**config.mk**
```make
export PLATFORM = sky130hd
export DESIGN_NAME = reaction_round_ctrl
export DESIGN_NICKNAME = d
export VERILOG_FILES = /design/src/rtl/reaction_round_ctrl.sv
export SDC_FILE = /design/constraint.sdc
export NUM_CORES = 1
export LEC_CHECK = 0
export BUFFER_PORTS_ARGS = -buffer_cell sky130_fd_sc_hd__buf_4
export CORE_MARGIN = 2
export CORE_UTILIZATION = 50
export DETAILED_ROUTE_END_ITERATION = 6
export GPL_ROUTABILITY_DRIVEN = 0
export PLACE_DENSITY = 0.8
export SETUP_SLACK_MARGIN = 0.5
export SYNTH_ARGS = -nofsm -noshare
export SYNTH_HDL_FRONTEND = slang
export SYNTH_SLANG_ARGS = --single-unit
export TNS_END_PERCENT = 10
```
**constraint.sdc**
```tcl
create_clock -name clk -period 3.8 [get_ports clk]
set_clock_uncertainty 0.2 [all_clocks]
set_input_delay 0.38 -clock clk [delete_from_list [all_inputs] [get_ports clk]]
set_output_delay 0.38 -clock clk [all_outputs]
set_load 0.1 [all_outputs]
```
**src/rtl/reaction_round_ctrl.sv**
```systemverilog
// Round sequencer for the reaction-timer game: start detection, random pre-delay,
// timing-block enable, hit/false-start/timeout resolution and score bookkeeping.
module reaction_round_ctrl #(
    parameter int unsigned TICK_DIV     = 50000,
    parameter int unsigned MIN_DELAY_MS = 1000,
    parameter int unsigned TIMEOUT_MS   = 9999
) (
    input  logic        clk,
    input  logic        rst,
    input  logic        start_n,
    input  logic [9:0]  SW,
    input  logic [3:0]  hit_state,
    input  logic [15:0] score_in,
    output logic        timing_en,
    output logic [3:0]  state,
    output logic [15:0] last_score,
    output logic [15:0] best_score,
    output logic        new_best
);

    typedef enum logic [3:0] {
        StIdle       = 4'd0,
        StDelay      = 4'd1,
        StTiming     = 4'd2,
        StResult     = 4'd3,
        StFalseStart = 4'd4,
        StTimeout    = 4'd5,
        StCapture    = 4'd6
    } state_e;

    localparam int unsigned   PW        = (TICK_DIV > 1) ? $clog2(TICK_DIV) : 1;
    localparam logic [PW-1:0] PrescLast = PW'(TICK_DIV - 1);
    localparam logic [15:0]   MinDelay  = 16'(MIN_DELAY_MS);
    localparam logic [15:0]   TimeoutMs = 16'(TIMEOUT_MS);
    localparam logic [7:0]    LfsrTaps  = 8'hB8;
    localparam logic [3:0]    HitCode   = 4'd3;
    localparam logic [15:0]   ScoreMax  = 16'h9999;

    state_e        state_q, state_d;
    logic          sync1_q, sync2_q, sync_prev_q, press_q;
    logic          press, sw_active, tick;
    logic [7:0]    lfsr_q, lfsr_d;
    logic [PW-1:0] presc_q, presc_d;
    logic [15:0]   ms_cnt_q, ms_cnt_d, ms_next;
    logic [15:0]   delay_ms_q, delay_ms_d;
    logic          cap_q, cap_d;
    logic          timing_en_q;
    logic [15:0]   last_q, last_d;
    logic [15:0]   best_q, best_d;
    logic          new_best_q, new_best_d;

    assign sw_active = |SW;
    // Presses made while a switch is already held never start a round.
    assign press     = press_q & ~sw_active;
    assign tick      = (presc_q == PrescLast);
    assign ms_next   = ms_cnt_q + 16'd1;
    assign lfsr_d    = {1'b0, lfsr_q[7:1]} ^ (lfsr_q[0] ? LfsrTaps : 8'h00);

    always_comb begin
        state_d    = state_q;
        presc_d    = tick ? '0 : presc_q + PW'(1);
        ms_cnt_d   = ms_cnt_q;
        delay_ms_d = delay_ms_q;
        cap_d      = cap_q;
        last_d     = last_q;
        best_d     = best_q;
        new_best_d = new_best_q;

        unique case (state_q)
            StIdle, StResult, StFalseStart, StTimeout: begin
                if (press) begin
                    state_d    = StDelay;
                    delay_ms_d = MinDelay + {5'b0, lfsr_q, 3'b000};
                    ms_cnt_d   = '0;
                    presc_d    = '0;
                    new_best_d = 1'b0;
                end
            end
            StDelay: begin
                if (sw_active) begin
                    state_d = StFalseStart;
                    last_d  = '0;
                end else if (tick) begin
                    if (ms_next == delay_ms_q) begin
                        state_d  = StTiming;
                        ms_cnt_d = '0;
                        presc_d  = '0;
                    end else begin
                        ms_cnt_d = ms_next;
                    end
                end
            end
            StTiming: begin
                if (hit_state == HitCode) begin
                    state_d = StCapture;
                    cap_d   = 1'b0;
                end else if (tick) begin
                    if (ms_next == TimeoutMs) begin
                        state_d = StTimeout;
                        last_d  = ScoreMax;
                    end else begin
                        ms_cnt_d = ms_next;
                    end
                end
            end
            StCapture: begin
                // Second cycle: the timing block has latched its score on en falling.
                if (cap_q) begin
                    state_d = StResult;
                    last_d  = score_in;
                    if (score_in < best_q) begin
                        best_d     = score_in;
                        new_best_d = 1'b1;
                    end
                end else begin
                    cap_d = 1'b1;
                end
            end
            default: state_d = StIdle;
        endcase
    end

    always_ff @(posedge clk) begin
        if (rst) begin
            sync1_q     <= 1'b0;
            sync2_q     <= 1'b0;
            sync_prev_q <= 1'b0;
            press_q     <= 1'b0;
            lfsr_q      <= 8'h01;
            presc_q     <= '0;
            ms_cnt_q    <= '0;
            delay_ms_q  <= '0;
            cap_q       <= 1'b0;
            state_q     <= StIdle;
            timing_en_q <= 1'b0;
            last_q      <= '0;
            best_q      <= ScoreMax;
            new_best_q  <= 1'b0;
        end else begin
            sync1_q     <= start_n;
            sync2_q     <= sync1_q;
            sync_prev_q <= sync2_q;
            press_q     <= sync_prev_q & ~sync2_q;
            lfsr_q      <= lfsr_d;
            presc_q     <= presc_d;
            ms_cnt_q    <= ms_cnt_d;
            delay_ms_q  <= delay_ms_d;
            cap_q       <= cap_d;
            state_q     <= state_d;
            timing_en_q <= (state_d == StTiming);
            last_q      <= last_d;
            best_q      <= best_d;
            new_best_q  <= new_best_d;
        end
    end

    assign timing_en  = timing_en_q;
    assign state      = state_q;
    assign last_score = last_q;
    assign best_score = best_q;
    assign new_best   = new_best_q;

endmodule

```
==> flow_summary.ini <==
[outcome]
status = finished, final reports clean

[cts]
cts_tree = built
clk_pin_slew_worst_paths_ns = 0.10
cts_sinks = 92
cts-root-buf = clkbuf_8
clock_path_buffers = 2
cts_made_buffers = 9
h-tree-depth = 3
clk_latency_ns = 0.37

[worst_setup_path]
crit_path_end = ms_cnt_q[7]
cp_max_fo = 16
regToRegStartpoint = ms_cnt_q[0]
end_kind = flip-flop
rr_endpoint = ms_cnt_q[7]
start_kind = flip-flop
cp-startpoint = ms_cnt_q[0]
crit_type = flip-flop to flip-flop
r2r_slack_ns = 0.58
r2r_cells = 10
critPathArrivalTime_ns = 3.29
required_ns = 3.86

[synth]
syn-instance-count = 569
yosysMostFrequentCell = dfxtp_1
synth_nets = 621
synth_edf_count = 0
synthTopCellsByArea = dfxtp_1 (37%), ha_1 (4.8%), nor2_1 (4.7%), xnor2_1 (3.7%), mux2i_1 (3.2%)
synth_top_area_share_pct = 36.8
yosysUniqueCellTypes = 75
ys_warn_count = 0
yosysSeqAreaShare_pct = 36.8
synthTopCellsByCount = dfxtp_1 (92), nor2_1 (63), nand2_1 (28)
ys_ff_latch = 92
synth_top_area_cell = dfxtp_1
yosys_most_used_dff = dfxtp_1
async_flop_share_pct = 0
synth_area_um2 = 5000
avgSynthCellArea_um2 = 8.79

[global_route]
grt-ovfl-total = 0
gr-usage-met1_pct = 28.9
gr-usage-all-layers_pct = 21.9
antenna_found_initial = 0
grt_max_degree = 56
busiest_layer = met2
grt_pass1_vias = 4146
grt_pass1_wl_mm = 19.9
grt_use_met3_pct = 4.51
use_met2_pct = 35.5

[detailed_routing]
first_pass_iters = 5
drtIter0Drc = 295
vias = 4377
drtAntennaViolNets = 0
routed_wl_mm = 11.8
viasPerCell = 5.75
drc = 0
wl_per_cell_um = 15.5

[timing]
fmax_ghz = 0.310
rsz0062_at_grt = yes
fin_crit_sh_pct = 84.8
worstMarginPinSlew_ns = 1.27
slew_headroom_pct = 14.7
whs_ns = 0.0214
setup_tns_ns = 0
hold_viol_final = 0
setup_violations = 0
slew_viol_final = 0
period_needed_ns = 3.22

[final_layout]
area_delta_synth_final_pct = 16.9
fillers = 848
antennaDiodeCount = 0
stdcell_area_um2 = 5850
layout.nets = 675
drive_gt1_share_pct = 20.2

[die]
start_util_pct = 51.4
dieWidth_um = 104
die_area_um2 = 10800
die_y_um = 104
rows = 36
io_pins = 71
core_um2 = 9730

[pwr]
p_leak_nw = 2.24
vdd_drop_max_uv = 261
swShare_pct = 23.2
switching_power_mw = 0.445
power_frac_clock_pct = 42.3
power.density_nw_per_um2 = 329
p_int_mw = 1.48
power.share.sequential_pct = 51.3
combPwrFrac_pct = 6.3

[place]
place_area_um2 = 5540
portBuffers = 70
dpl.hpwl_mm = 8.46

[hold_path]
min_path_type = primary input to flip-flop
min_from = start_n

[run]
drv_cap = 0
[registers in the layout (all words and copies together) (netlist names), 4 cells and up]
register	count
best_score	16
last_score	16
presc_q	16
lfsr_q	8
ms_cnt_q	16
state	4
delay_ms_q	9
[cells by family after synthesis]
group                    Yosys count  share of synthesized area, %
multiplexers                      16                          3.20
buffers and inverters             60                          5.80
flip-flops                        92                          36.8
AND/OR/NAND/NOR                  227                          25.7
XOR/XNOR                          37                          6.48
other                              1                        0.0750
adder cells (fa/ha/maj)           19                          4.75
AO/OA/AOI/OAI                    117                          17.1
[power groups by stage]
| stage | sequential [mW] | clock, mW | combinational (mW) |
|---|---|---|---|
| final | 0.987 | 0.813 | 0.122 |
| after global routing | 0.989 | 0.858 | 0.136 |
| after CTS | 0.986 | 0.828 | 0.121 |
| after detailed placement | 1.01 | 0 | 0.120 |
| after global placement | 1.01 | 0 | 0.116 |
| after floorplan | 1.01 | 0 | 0.0735 |
[layout by cell type, fill, tap and decap left out, types with 3 or more instances in the layout]
master / Yosys / routed
a211o_1: 9 / 8
a211oi_1: 17 / 17
a21o_1: 4 / 4
a21oi_1: 18 / 18
a22o_1: 8 / 8
a31oi_1: 15 / 15
and2_1: 5 / 5
and3_1: 6 / 6
buf_4: 5 / 78
bufinv_16: 0 / 3
clkbuf_8: 0 / 9
dfxtp_1: 92 / 90
ha_1: 19 / 18
inv_1: 25 / 25
mux2i_1: 16 / 16
nand2_1: 28 / 28
nand2b_1: 9 / 9
nand3_1: 20 / 20
nand4_1: 13 / 13
nor2_1: 63 / 63
nor2b_1: 21 / 20
nor3_1: 15 / 15
nor3b_1: 5 / 5
nor4_1: 5 / 5
o211ai_1: 3 / 3
o21ai_0: 15 / 15
or2_2: 4 / 4
or3_1: 7 / 7
xnor2_1: 21 / 21
xor2_1: 16 / 16
[area by class of cell]
| cell class | count | area, um2 | area share, % |
|---|---|---|---|
| clock buffer | 10 | 128 | 2.18 |
| tap | 133 | 166 | 2.85 |
| sequential | 92 | 1840 | 31.5 |
| inverter | 25 | 93.8 | 1.61 |
| timing repair buffer | 78 | 586 | 10.0 |
| multi-input combinational | 417 | 2910 | 49.8 |
| clock inverter | 6 | 119 | 2.03 |
[layer usage]
metal  vias to the layer above  routed length (um)
li1                       2140                   -
met1                      2060                5140
met2                       155                5590
met3                        22                 805
met4                         0                 233
met5                         -                   0
[worst min path at each step]
| stage | slack (ns) | cells after the start | end |
|---|---|---|---|
| 2_1_floorplan | 0.19 | 1 | press_q |
| 3_3_place_gp | 0.22 | 1 | press_q |
| 6_report | 0.02 | 2 | sync1_q |
| 4_1_cts | 0.009 | 2 | sync1_q |
| 3_5_place_dp | 0.21 | 1 | press_q |
| 5_1_grt | 0.03 | 2 | sync1_q |
[per-stage QoR]
step                      setup slack, ns  util [%]  power [mW]  std cells
after detailed placement            0.463      57.0        1.13        743
after global routing                0.424      60.1        1.98        761
final                               0.579      60.1        1.92        761
after floorplan                     0.578         -        1.08        569
after CTS                           0.479      59.5        1.94        759
after global placement              0.617      57.0        1.12        743
[timing repair]
item,in CTS,in global routing
hold buffers,0,0
setup endpoints to repair,14,34
resized for setup,1,9
pin swaps,0,1
buffers inserted,0,2
[worst max-delay path: stages, from the launching register on]
cell and delay, ns:
dfxtp_1 0.47, ha_2 0.34, and3_1 0.37, nand3_1 0.18
a221oi_2 0.29, nand4_1 0.24, nor4b_4 0.39, buf_4 0.18
o2bb2ai_4 0.15, a41oi_1 0.25, a21oi_1 0.06
Power figures use the tool's default switching activity.
